$ cat src/rtl/vga_sync_gen.sv
// vga_sync_gen
//   Pixel-timing front end for the clock/calendar display renderer.
//   Divides the board clock into a one-cycle pixel tick and runs the
//   horizontal and vertical raster counters. The renderer reads these
//   counters and returns a colour, and this block turns that colour into
//   the VGA connector signals: sync pulses, a visible-area flag and a
//   blanked RGB byte.
//
//   Ports:
//     CLK_NEXYS   in   1   board clock; all state changes on its rising edge
//     RESET       in   1   asynchronous, active-high reset
//     COLOUR_IN   in   8   renderer colour {R3,G3,B2} for the pixel at PIX_X/PIX_Y
//     PIX_TICK    out  1   one-cycle pulse per pixel (renderer clock enable)
//     PIX_X       out 10   horizontal counter, 0..H_TOTAL-1
//     PIX_Y       out 10   vertical counter, 0..V_TOTAL-1
//     HSYNC       out  1   horizontal sync, active low
//     VSYNC       out  1   vertical sync, active low
//     VIDEO_ON    out  1   high while the displayed pixel is in the visible area
//     RGB         out  8   COLOUR_IN when visible, otherwise 8'h00
//     FRAME_START out  1   one-cycle pulse in the tick cycle that wraps to (0,0)
//
//   HSYNC, VSYNC, VIDEO_ON and RGB are registered on the pixel tick from the
//   pre-increment counters. They therefore trail PIX_X/PIX_Y by one pixel,
//   which matches the renderer's one-register colour latency.
module vga_sync_gen #(
    parameter int TICK_DIV  = 4,
    parameter int H_DISPLAY = 640,
    parameter int H_FRONT   = 16,
    parameter int H_SYNC    = 96,
    parameter int H_BACK    = 48,
    parameter int V_DISPLAY = 480,
    parameter int V_FRONT   = 10,
    parameter int V_SYNC    = 2,
    parameter int V_BACK    = 33
) (
    input  logic       CLK_NEXYS,
    input  logic       RESET,
    input  logic [7:0] COLOUR_IN,
    output logic       PIX_TICK,
    output logic [9:0] PIX_X,
    output logic [9:0] PIX_Y,
    output logic       HSYNC,
    output logic       VSYNC,
    output logic       VIDEO_ON,
    output logic [7:0] RGB,
    output logic       FRAME_START
);

    localparam int H_TOTAL = H_DISPLAY + H_FRONT + H_SYNC + H_BACK;
    localparam int V_TOTAL = V_DISPLAY + V_FRONT + V_SYNC + V_BACK;
    localparam int TW      = $clog2(TICK_DIV);

    // Decode thresholds are 11 bits wide so that a total of exactly 1024
    // does not overflow the constant.
    localparam logic [TW-1:0] TICK_LAST = TW'(TICK_DIV - 1);
    localparam logic [10:0]   H_LAST    = 11'(H_TOTAL - 1);
    localparam logic [10:0]   V_LAST    = 11'(V_TOTAL - 1);
    localparam logic [10:0]   H_VIS     = 11'(H_DISPLAY);
    localparam logic [10:0]   V_VIS     = 11'(V_DISPLAY);
    localparam logic [10:0]   HS_START  = 11'(H_DISPLAY + H_FRONT);
    localparam logic [10:0]   HS_END    = 11'(H_DISPLAY + H_FRONT + H_SYNC);
    localparam logic [10:0]   VS_START  = 11'(V_DISPLAY + V_FRONT);
    localparam logic [10:0]   VS_END    = 11'(V_DISPLAY + V_FRONT + V_SYNC);

    // The 10-bit counters cannot address a raster larger than 1024.
    if ((H_TOTAL > 1024) || (V_TOTAL > 1024)) begin : g_width_check
        $error("vga_sync_gen: H_TOTAL and V_TOTAL must each be <= 1024");
    end
    if (TICK_DIV < 2) begin : g_div_check
        $error("vga_sync_gen: TICK_DIV must be at least 2");
    end

    logic [TW-1:0] tick_cnt_q, tick_cnt_d;
    logic          pix_tick_q, pix_tick_d;
    logic [9:0]    pix_x_q, pix_x_d;
    logic [9:0]    pix_y_q, pix_y_d;
    logic          hsync_q, hsync_d;
    logic          vsync_q, vsync_d;
    logic          video_on_q, video_on_d;
    logic [7:0]    rgb_q, rgb_d;
    logic          frame_start_q, frame_start_d;

    logic [10:0]   x_ext_s, y_ext_s;
    logic          hs_raw_s, vs_raw_s, vis_raw_s;
    logic          x_wrap_s, y_wrap_s;

    // Raw raster decode from the current (pre-increment) counters.
    always_comb begin
        x_ext_s   = {1'b0, pix_x_q};
        y_ext_s   = {1'b0, pix_y_q};
        hs_raw_s  = (x_ext_s >= HS_START) && (x_ext_s < HS_END);
        vs_raw_s  = (y_ext_s >= VS_START) && (y_ext_s < VS_END);
        vis_raw_s = (x_ext_s < H_VIS) && (y_ext_s < V_VIS);
        // ">=" rather than "==" sends any out-of-range value back to 0.
        x_wrap_s  = (x_ext_s >= H_LAST);
        y_wrap_s  = (y_ext_s >= V_LAST);
    end

    // Next-state logic: tick divider, raster counters and output stage.
    always_comb begin
        tick_cnt_d    = tick_cnt_q;
        pix_x_d       = pix_x_q;
        pix_y_d       = pix_y_q;
        hsync_d       = hsync_q;
        vsync_d       = vsync_q;
        video_on_d    = video_on_q;
        rgb_d         = rgb_q;

        if (tick_cnt_q >= TICK_LAST) begin
            tick_cnt_d = TW'(0);
        end else begin
            tick_cnt_d = tick_cnt_q + TW'(1);
        end

        // The tick flop is set from the last divider count, so the first
        // tick appears TICK_DIV cycles after reset is released.
        pix_tick_d = (tick_cnt_q == TICK_LAST);

        // FRAME_START rises together with the tick that carries the last
        // raster position, so (0,0) appears on the following edge.
        frame_start_d = pix_tick_d && (x_ext_s == H_LAST) && (y_ext_s == V_LAST);

        if (pix_tick_q) begin
            if (x_wrap_s) begin
                pix_x_d = 10'd0;
                if (y_wrap_s) begin
                    pix_y_d = 10'd0;
                end else begin
                    pix_y_d = pix_y_q + 10'd1;
                end
            end else begin
                pix_x_d = pix_x_q + 10'd1;
                pix_y_d = pix_y_q;
            end
            hsync_d    = ~hs_raw_s;
            vsync_d    = ~vs_raw_s;
            video_on_d = vis_raw_s;
            rgb_d      = vis_raw_s ? COLOUR_IN : 8'h00;
        end else begin
            pix_x_d    = pix_x_q;
            pix_y_d    = pix_y_q;
            hsync_d    = hsync_q;
            vsync_d    = vsync_q;
            video_on_d = video_on_q;
            rgb_d      = rgb_q;
        end
    end

    // State registers; reset clears everything immediately, including RGB.
    always_ff @(posedge CLK_NEXYS or posedge RESET) begin
        if (RESET) begin
            tick_cnt_q    <= TW'(0);
            pix_tick_q    <= 1'b0;
            pix_x_q       <= 10'd0;
            pix_y_q       <= 10'd0;
            hsync_q       <= 1'b1;
            vsync_q       <= 1'b1;
            video_on_q    <= 1'b0;
            rgb_q         <= 8'h00;
            frame_start_q <= 1'b0;
        end else begin
            tick_cnt_q    <= tick_cnt_d;
            pix_tick_q    <= pix_tick_d;
            pix_x_q       <= pix_x_d;
            pix_y_q       <= pix_y_d;
            hsync_q       <= hsync_d;
            vsync_q       <= vsync_d;
            video_on_q    <= video_on_d;
            rgb_q         <= rgb_d;
            frame_start_q <= frame_start_d;
        end
    end

    assign PIX_TICK    = pix_tick_q;
    assign PIX_X       = pix_x_q;
    assign PIX_Y       = pix_y_q;
    assign HSYNC       = hsync_q;
    assign VSYNC       = vsync_q;
    assign VIDEO_ON    = video_on_q;
    assign RGB         = rgb_q;
    assign FRAME_START = frame_start_q;

endmodule

$ cat config.mk
export PLATFORM = sky130hd
export DESIGN_NAME = vga_sync_gen
export DESIGN_NICKNAME = d
export VERILOG_FILES = /design/src/rtl/vga_sync_gen.sv
export SDC_FILE = /design/constraint.sdc
export NUM_CORES = 1
export LEC_CHECK = 0
export CORE_UTILIZATION = 43
export CTS_CLUSTER_DIAMETER = 200
export DETAILED_ROUTE_END_ITERATION = 10
export HOLD_SLACK_MARGIN = 0.15
export PLACE_DENSITY = 0.74
export SETUP_SLACK_MARGIN = 0.5
export SYNTH_ARGS = -nofsm -noshare
export SYNTH_HDL_FRONTEND = slang
export SYNTH_SLANG_ARGS = --single-unit
$ cat constraint.sdc
create_clock -name CLK_NEXYS -period 1.9 [get_ports CLK_NEXYS]
set_clock_uncertainty 0.05 [all_clocks]
set_input_delay 0.38 -clock CLK_NEXYS [delete_from_list [all_inputs] [get_ports CLK_NEXYS]]
set_output_delay 0.38 -clock CLK_NEXYS [all_outputs]
set_load 0.02 [all_outputs]
-- Word-level counts from Yosys, hierarchy flattened
Index checks and enable logic that the tools add are counted.
- bits in registers: 35
- bits in latches: 0
- bits in writable memories: 0
- memory bits (read-only): 0
- bits of input ports: 10
- output and inout bits: 33
- logic and storage cells: 36
- memories kept: 0
- add/subtract/negate cells: 3
- multipliers: 0
- divide/modulo/power cells: 0
- order comparisons: 9
- eq/ne operators: 3
- shift operators: 0
- multiplexer cells: 4
- bitwise gates (word level): 2
- reduce and logical (&&, ||, !) cells: 6
- operators with widths (kind ; number):
    greater-or-equal comparator 10 bit (second input constant) ; 3
    adder 10 x 1 -> 10 bit (second input constant) ; 2
    == test 10 bit (second input constant) ; 2
    less-than comparator 10 bit (second input constant) ; 2
    less-than comparator 10 x 9 -> 1 bit (second input constant) ; 2
    two-way mux 10 bit ; 2
    greater-or-equal comparator 10 x 9 -> 1 bit (second input constant) ; 1
    two-way mux 8 bit ; 1
    logical AND 1 bit ; 5
    adder 2 x 1 -> 2 bit (second input constant) ; 1
    == test 2 bit (second input constant) ; 1
    greater-or-equal comparator 2 bit (second input constant) ; 1
    two-way mux 2 bit ; 1
    inverter 1 bit ; 2
    AND reduction 2 bit ; 1

-- Depth between registers and ports, before layout
Gate-level depths: netlist of the first run.
- depth in word-level cells: 3
- depth in mapped cells: 6
- gate-level depth less buffers: 5

-- Worst setup path after synthesis of the first run
Ideal clock, no wire load.
- kind: reg-to-reg
- from: register pix_x_q[0], in the netlist PIX_X[0]
- to: register pix_y_q[3], in the netlist PIX_Y[3]
- setup time: 0.126 ns
- data arrival time: 1.760 ns
- data required time: 1.724 ns
- path slack: -0.036 ns
- cell stages (with the launch flop): 6
- clock period less this slack: 1.936 ns
- path through: dfrtp_1 > ha_1 > and4_1 > o41ai_2 > nor2_4 > a221o_1
- word-level cells in the longest chain between the ends: 2
- ends and longest elaborated chain (item ; line ; text):
    start, declared ; 75 ; logic [9:0] pix_x_q, pix_x_d;
    start signal, assigned ; 164 ; pix_x_q <= pix_x_d;
    greater-or-equal comparator 10 bit ; 95 ; x_wrap_s = (x_ext_s >= H_LAST);
    AND reduction 2 bit (no line) ; n/a ;
    end signal, assigned ; 165 ; pix_y_q <= pix_y_d;
    end, declared ; 76 ; logic [9:0] pix_y_q, pix_y_d;
No other way between the ends.
A chain may end at the register's enable or synchronous reset.

-- Worst setup path in the final report of the first run
- from: register pix_y_q[6], in the netlist PIX_Y[6]
- to: register pix_y_q[0], in the netlist PIX_Y[0]
- word-level cells in the longest chain between the ends: 2
- ends and longest elaborated chain (item ; line ; text):
    greater-or-equal comparator 10 bit ; 96 ; y_wrap_s = (y_ext_s >= V_LAST);
    two-way mux 10 bit ; 126 ; if (y_wrap_s) begin
No other way between the ends.

==> impl_metrics.tcl, run 1 <==
set metrics [dict create \
    yosys.area_share.simple_pct 19.9 \
    cts_made_buffers 5 \
    worstPathRequired_ns 2.08 \
    initial_core_util_pct 45.3 \
    clkSlewWorstSetupHoldPaths_ns 0.07 \
    post-place-ws_ns 0.0661 \
    synth_xor_area_share_pct 4.16 \
    ant_nets 0 \
    core_area_um2 3720 \
    grt_setup_unrepaired "true" \
    drive_gt1_share_pct 54.0 \
    critPathKind "flip-flop to flip-flop" \
    p_per_area_nw_per_um2 494 \
    period_share_pct 94.0 \
    drt-total-wl_um 4780 \
    critPathBufInv 0 \
    post_dp_cell_area_um2 2230 \
    n_antenna_cell 0 \
    r2r_slack_ns 0.11 \
    critPathMaxStageDelay_ns 0.57 \
    synth_area_leaders "dfrtp_1 49%, a22o_1 7.8%, ha_1 4.5%" \
    post-dp-hpwl_um 2670 \
    cp_cell_sequence "or4_4 > o31a_4 > nor2_4 > mux2_4" \
    drcViolationCount 0 \
    arrival_ns 1.96 \
    async_reset_ff_share_pct 100 \
    leakage_nw 1.28 \
    internal_power_mw 1.08 \
    timing.rr.end "PIX_Y[0]" \
    synth-edff-count 0 \
    crit_fanout 5 \
    viasPerCell 5.29 \
    synth_top_cell_by_area "dfrtp_1" \
    htreeDepth 2 \
    io_pins 43 \
    area_growth_pct 63.9 \
    end_kind "flip-flop" \
    tightest_slew_ns 0.448 \
    status "finished clean" \
    hold_start "tick_cnt_q[0]" \
    clk_path_buf_depth 2 \
    netlist_area_um2 1680 \
    drv_cap 0 \
    nets 265 \
    hold_violations 0 \
    synth_compound_area_share_pct 15.2 \
    seqPwrFrac_pct 55.6 \
    setup_viol 0 \
    synthMuxAreaShare_pct 1.26 \
    antenna_found_initial 0 \
    synth_top_area_share_pct 49.0 \
    dieWidth_um 64.6 \
    cts_sinks 35 \
    final_cell_area_um2 2760 \
    firstDrtPassIters 4 \
    cp_slowest_cell "or4_4" \
    grt_use_total_pct 22.9 \
    hold_end "tick_cnt_q[0]" \
    startpoint "PIX_Y[6]" \
    synth.avg_cell_area_um2 10.9 \
    synth.top_cells.by_count "33 x dfrtp_1, 17 x nor2_1, 15 x a22o_1, 8 x o21ai_0" \
    clk_latency_ns 0.28 \
    tritoncts "yes" \
    start_kind "flip-flop" \
    ys_seq_area_share_pct 52.2 \
    max_slew_margin_pct 70.2 \
    maxSlewViolCount 0 \
    timing.fmax_mhz 560 \
    cp_top_family "simple AND/OR/NAND/NOR gates" \
    grt_pass1_wl_um 7200 \
    switching_share_pct 21.1 \
    grt_max_degree 36 \
    final_cell_count_no_fill 298 \
    die_h_um 64.6 \
    die-area_um2 4170 \
    vias 1575 \
    wl_per_cell_um 16.0 \
    comb_power_share_pct 4.7 \
    hp-class "flip-flop to flip-flop" \
    ys_warn_count 0 \
    synth_top_flop_cell "dfrtp_1" \
    dr.first_iter.drc_count 82 \
    synth_top_family_by_area "simple AND/OR/NAND/NOR gates" \
    grt_pass1_vias 1495 \
    synth_cells 154 \
    finalWorstSetupSlack_ns 0.115 \
    dp.cells 246 \
    min_delay_path_depth 1 \
    ys_seq_elements 35 \
    ys_types 35 \
    port_buffers 42 \
    ir_drop_uv 374 \
    pwr-share-clk_pct 39.7 \
    synth_fa_ha_area_share_pct 4.46 \
    r2r_cells 4 \
    fin_tns_setup_ns 0 \
    overflow 0 \
    fp-row-count 22 \
    final_util_pct 74.3 \
    power.switching_mw 0.288 \
    cts-root-buf "clkbuf_8" \
    timing.rr.start "PIX_Y[6]" \
    period_needed_ns 1.79 \
    gp_congestion 0.855 \
    yosys.cell_count.top_type "dfrtp_1" \
    syn-num-nets 170 \
]
## cells by family (layout without fill, tap and decap cells)
family | count (synthesis) | after routing
adder cells (fa/ha/maj) | 6 | 6
AO/OA/AOI/OAI | 32 | 34
flip-flops | 35 | 35
buffers and inverters | 12 | 105
AND/OR/NAND/NOR | 59 | 60
XOR/XNOR | 8 | 8
multiplexers | 2 | 2
## repair_timing
action | 4_1_cts | 5_1_grt
hold buffers | 0 | 0
cloned | 3 | 0
gates resized for setup | 137 | 57
buffers inserted | 22 | 19
setup endpoints to repair | 63 | 55
pin swaps | 10 | 26
## sequential cells by signal, summed over array words and instances (netlist names)
name	count
VSYNC	1
VIDEO_ON	1
FRAME_START	1
RGB	8
tick_cnt_q	2
PIX_TICK	1
PIX_Y	10
HSYNC	1
PIX_X	10
## layout make-up
| cell class | instances | area (um2) |
|---|---|---|
| fill | 234 | 956 |
| multi-input combinational | 110 | 940 |
| sequential | 35 | 897 |
| timing repair buffer | 90 | 742 |
| clock buffer | 7 | 86.3 |
| tap | 48 | 60.1 |
| inverter | 7 | 30.0 |
| clock inverter | 1 | 5.00 |
## worst max path at each step
stage / end / cells past startpoint
2_1_floorplan: PIX_Y[9] / 6
3_3_place_gp: PIX_Y[0] / 4
3_5_place_dp: PIX_Y[3] / 4
4_1_cts: PIX_Y[3] / 4
5_1_grt: PIX_Y[1] / 4
6_report: PIX_Y[0] / 4
## layout by cell type (no fill, tap or decap), drive strengths merged, types with 2 or more instances in the layout
cell and n:
buf 67, dfrtp 33, clkbuf 19, nor2 19, a22o 15, clkdlybuf4s50 9
o21ai 8, nand2 7, inv 6, ha 6, and4 6, and3 5
nor2b 5, nor3 5, xnor2 4, xor2 4, nand4 3, nand3 3
dfstp 2, and2 2, o31a 2, o41a 2, a31oi 2, clkdlybuf4s15 2
nor4 2, a21oi 2
## power groups by stage
stage / logic, mW / clock network (mW) / registers, mW
finish: 0.0646 / 0.542 / 0.758
floorplan: 0.0193 / 0 / 0.783
detailed placement: 0.0737 / 0 / 0.772
global route: 0.0701 / 0.605 / 0.759
CTS: 0.0698 / 0.557 / 0.758
global placement: 0.0729 / 0 / 0.772
## per-stage QoR
step,total power [mW],hold slack [ns]
6_report,1.36,0.381
5_1_grt,1.43,0.403
2_1_floorplan,0.802,0.353
3_3_place_gp,0.845,0.363
4_1_cts,1.38,0.387
3_5_place_dp,0.846,0.378
## metal layers
| metal | vias up | share of wire (%) | track usage [%] |
|---|---|---|---|
| li1 | 758 | - | - |
| met1 | 752 | 41 | 29.1 |
| met2 | 51 | 50 | 36.8 |
| met3 | 14 | 6.4 | 6.87 |
| met4 | 0 | 2.6 | 8.61 |
| met5 | - | 0 | 0 |
Power figures use the tool's default switching activity.
==> inputs of run 2 (changes only) <==
MAX_ROUTING_LAYER = met4   (was default)
==> run 2 against run 1 <==
Non-clock buffer count shrank 8. Fmax grew 3.1%. Critical path depth is the same. Combinational power grew 2%. Largest cell class unchanged. Largest power group unchanged. Highest routed layer unchanged.
==> impl_metrics.tcl, run 2 (synthesis results as in run 1) <==
set metrics [dict create \
    status "finished clean" \
    viasPerCell 5.48 \
    firstDrtPassIters 4 \
    critPathKind "flip-flop to flip-flop" \
    vias 1589 \
    cp_cell_sequence "or4_4 > o31a_4 > o21ai_0 > a22o_1" \
    timing.rr.end "PIX_Y[8]" \
    hold_violations 0 \
    switching_share_pct 21.3 \
    timing.fmax_mhz 577 \
    worstPathRequired_ns 2.08 \
    htreeDepth 2 \
    gp_congestion 0.854 \
    critPathBufInv 0 \
    io_pins 43 \
    power.switching_mw 0.302 \
    final_cell_area_um2 2660 \
    dieWidth_um 64.6 \
    leakage_nw 1.24 \
    drv_cap 0 \
    maxSlewViolCount 0 \
    tightest_slew_ns 0.443 \
    cts_hold_buffers 0 \
    antenna_found_initial 0 \
    overflow 0 \
    arrival_ns 1.91 \
    start_kind "flip-flop" \
    grt_use_total_pct 24.8 \
    pwr-share-clk_pct 41.9 \
    end_kind "flip-flop" \
    crit_fanout 5 \
    cp_slowest_cell "or4_4" \
    ant_nets 0 \
    wl_per_cell_um 16.5 \
    port_buffers 42 \
    area_growth_pct 58.2 \
    min_delay_path_depth 1 \
    period_needed_ns 1.73 \
    cts_made_buffers 5 \
    hold_start "tick_cnt_q[0]" \
    seqPwrFrac_pct 53.5 \
    clk_latency_ns 0.29 \
    p_per_area_nw_per_um2 532 \
    final_common_cell "buf_4" \
    initial_core_util_pct 45.3 \
    grt_max_degree 36 \
    drcViolationCount 0 \
    fillers 265 \
    die-area_um2 4170 \
    period_share_pct 91.2 \
    clk_path_buf_depth 2 \
    ir_drop_uv 344 \
    critPathMaxStageDelay_ns 0.57 \
    regArea_um2 895 \
    post_dp_cell_area_um2 2230 \
    internal_power_mw 1.12 \
    post-place-ws_ns 0.0513 \
    hold_end "tick_cnt_q[0]" \
    r2r_slack_ns 0.17 \
    drive_gt1_share_pct 48.3 \
    drt-total-wl_um 4780 \
    clkSlewWorstSetupHoldPaths_ns 0.07 \
    timing.rr.start "PIX_Y[6]" \
    post-dp-hpwl_um 2600 \
    cts-root-buf "clkbuf_8" \
    cp_top_family "compound AO/OA/AOI/OAI gates" \
    setup_viol 0 \
    finalWorstSetupSlack_ns 0.168 \
    dr.first_iter.drc_count 83 \
    grt_pass1_wl_um 7520 \
    final_cell_mix "30 x buf_4, 20 x dfrtp_1, 17 x buf_6, 15 x a22o_1, 13 x dfrtp_2" \
    fin_tns_setup_ns 0 \
    r2r_cells 4 \
    fp-row-count 22 \
    max_slew_margin_pct 70.5 \
    final_util_pct 71.7 \
    grt_setup_unrepaired "true" \
    core_area_um2 3720 \
    hp-class "flip-flop to flip-flop" \
    comb_power_share_pct 4.6 \
    multi_input_area_um2 902 \
    tritoncts "yes" \
    nets 257 \
    cts_sinks 35 \
    n_antenna_cell 0 \
    die_h_um 64.6 \
    grt_pass1_vias 1502 \
]
[run 2: cell count changes in the layout (fill, tap and decap cells not counted), sizes merged]
cell	previous run	this run
buf	67	55
clkbuf	19	18
inv	6	7
clkinv	1	0
clkinvlp	1	0
dlygate4sd2	0	2
clkdlybuf4s15	2	6
[run 2: area by class of cell]
| cell class | count | area share, % |
|---|---|---|
| tap | 48 | 2.25 |
| sequential | 35 | 33.6 |
| clock buffer | 8 | 3.76 |
| multi-input combinational | 110 | 33.9 |
| timing repair buffer | 82 | 25.6 |
| inverter | 7 | 0.986 |
[run 2: worst max path at each step]
stage                to  depth (start not counted)  slack (ns)  startpoint
2_1_floorplan  PIX_Y[9]                          6        0.13    PIX_X[0]
3_3_place_gp   PIX_Y[0]                          4        0.11    PIX_Y[4]
3_5_place_dp   PIX_Y[0]                          4        0.05    PIX_Y[4]
5_1_grt        PIX_Y[7]                          4        0.13    PIX_Y[6]
4_1_cts        PIX_Y[7]                          4        0.12    PIX_Y[6]
6_report       PIX_Y[8]                          4        0.17    PIX_Y[6]
[run 2: per-stage QoR]
| step | hold WS (ns) | total power, mW | cells |
|---|---|---|---|
| final | 0.377 | 1.42 | 290 |
| after global routing | 0.420 | 1.47 | 290 |
| after CTS | 0.380 | 1.43 | 279 |
| after detailed placement | 0.370 | 0.846 | 246 |
| after global placement | 0.363 | 0.845 | 246 |
| after floorplan | 0.353 | 0.802 | 154 |
[run 2: layer usage]
layer | wire (um) | vias to the layer above | GRT usage, %
met5 | 0 | - | -
met4 | 89 | 0 | 9.17
met3 | 369 | 8 | 6.69
met2 | 2320 | 77 | 37.4
met1 | 2010 | 758 | 32.0
li1 | - | 746 | -
[run 2: timing repair]
item / CTS / global route
setup endpoints to repair: 62 / 58
setup buffers: 22 / 11
resized for setup: 124 / 49
pin swaps: 13 / 10
gates cloned: 3 / 0
[run 2: power by group through the flow]
stage / logic (mW) / clock network (mW) / registers (mW)
2_1_floorplan: 0.0193 / 0 / 0.783
6_report: 0.0658 / 0.594 / 0.758
3_3_place_gp: 0.0728 / 0 / 0.772
4_1_cts: 0.0705 / 0.597 / 0.758
5_1_grt: 0.0720 / 0.635 / 0.759
3_5_place_dp: 0.0738 / 0 / 0.773
==> inputs of run 3 (changes only) <==
HOLD_SLACK_MARGIN = 0.08   (was 0.15)
==> results of run 3 <==
No change in the layout: final DEF, timing and power equal those of run 2.
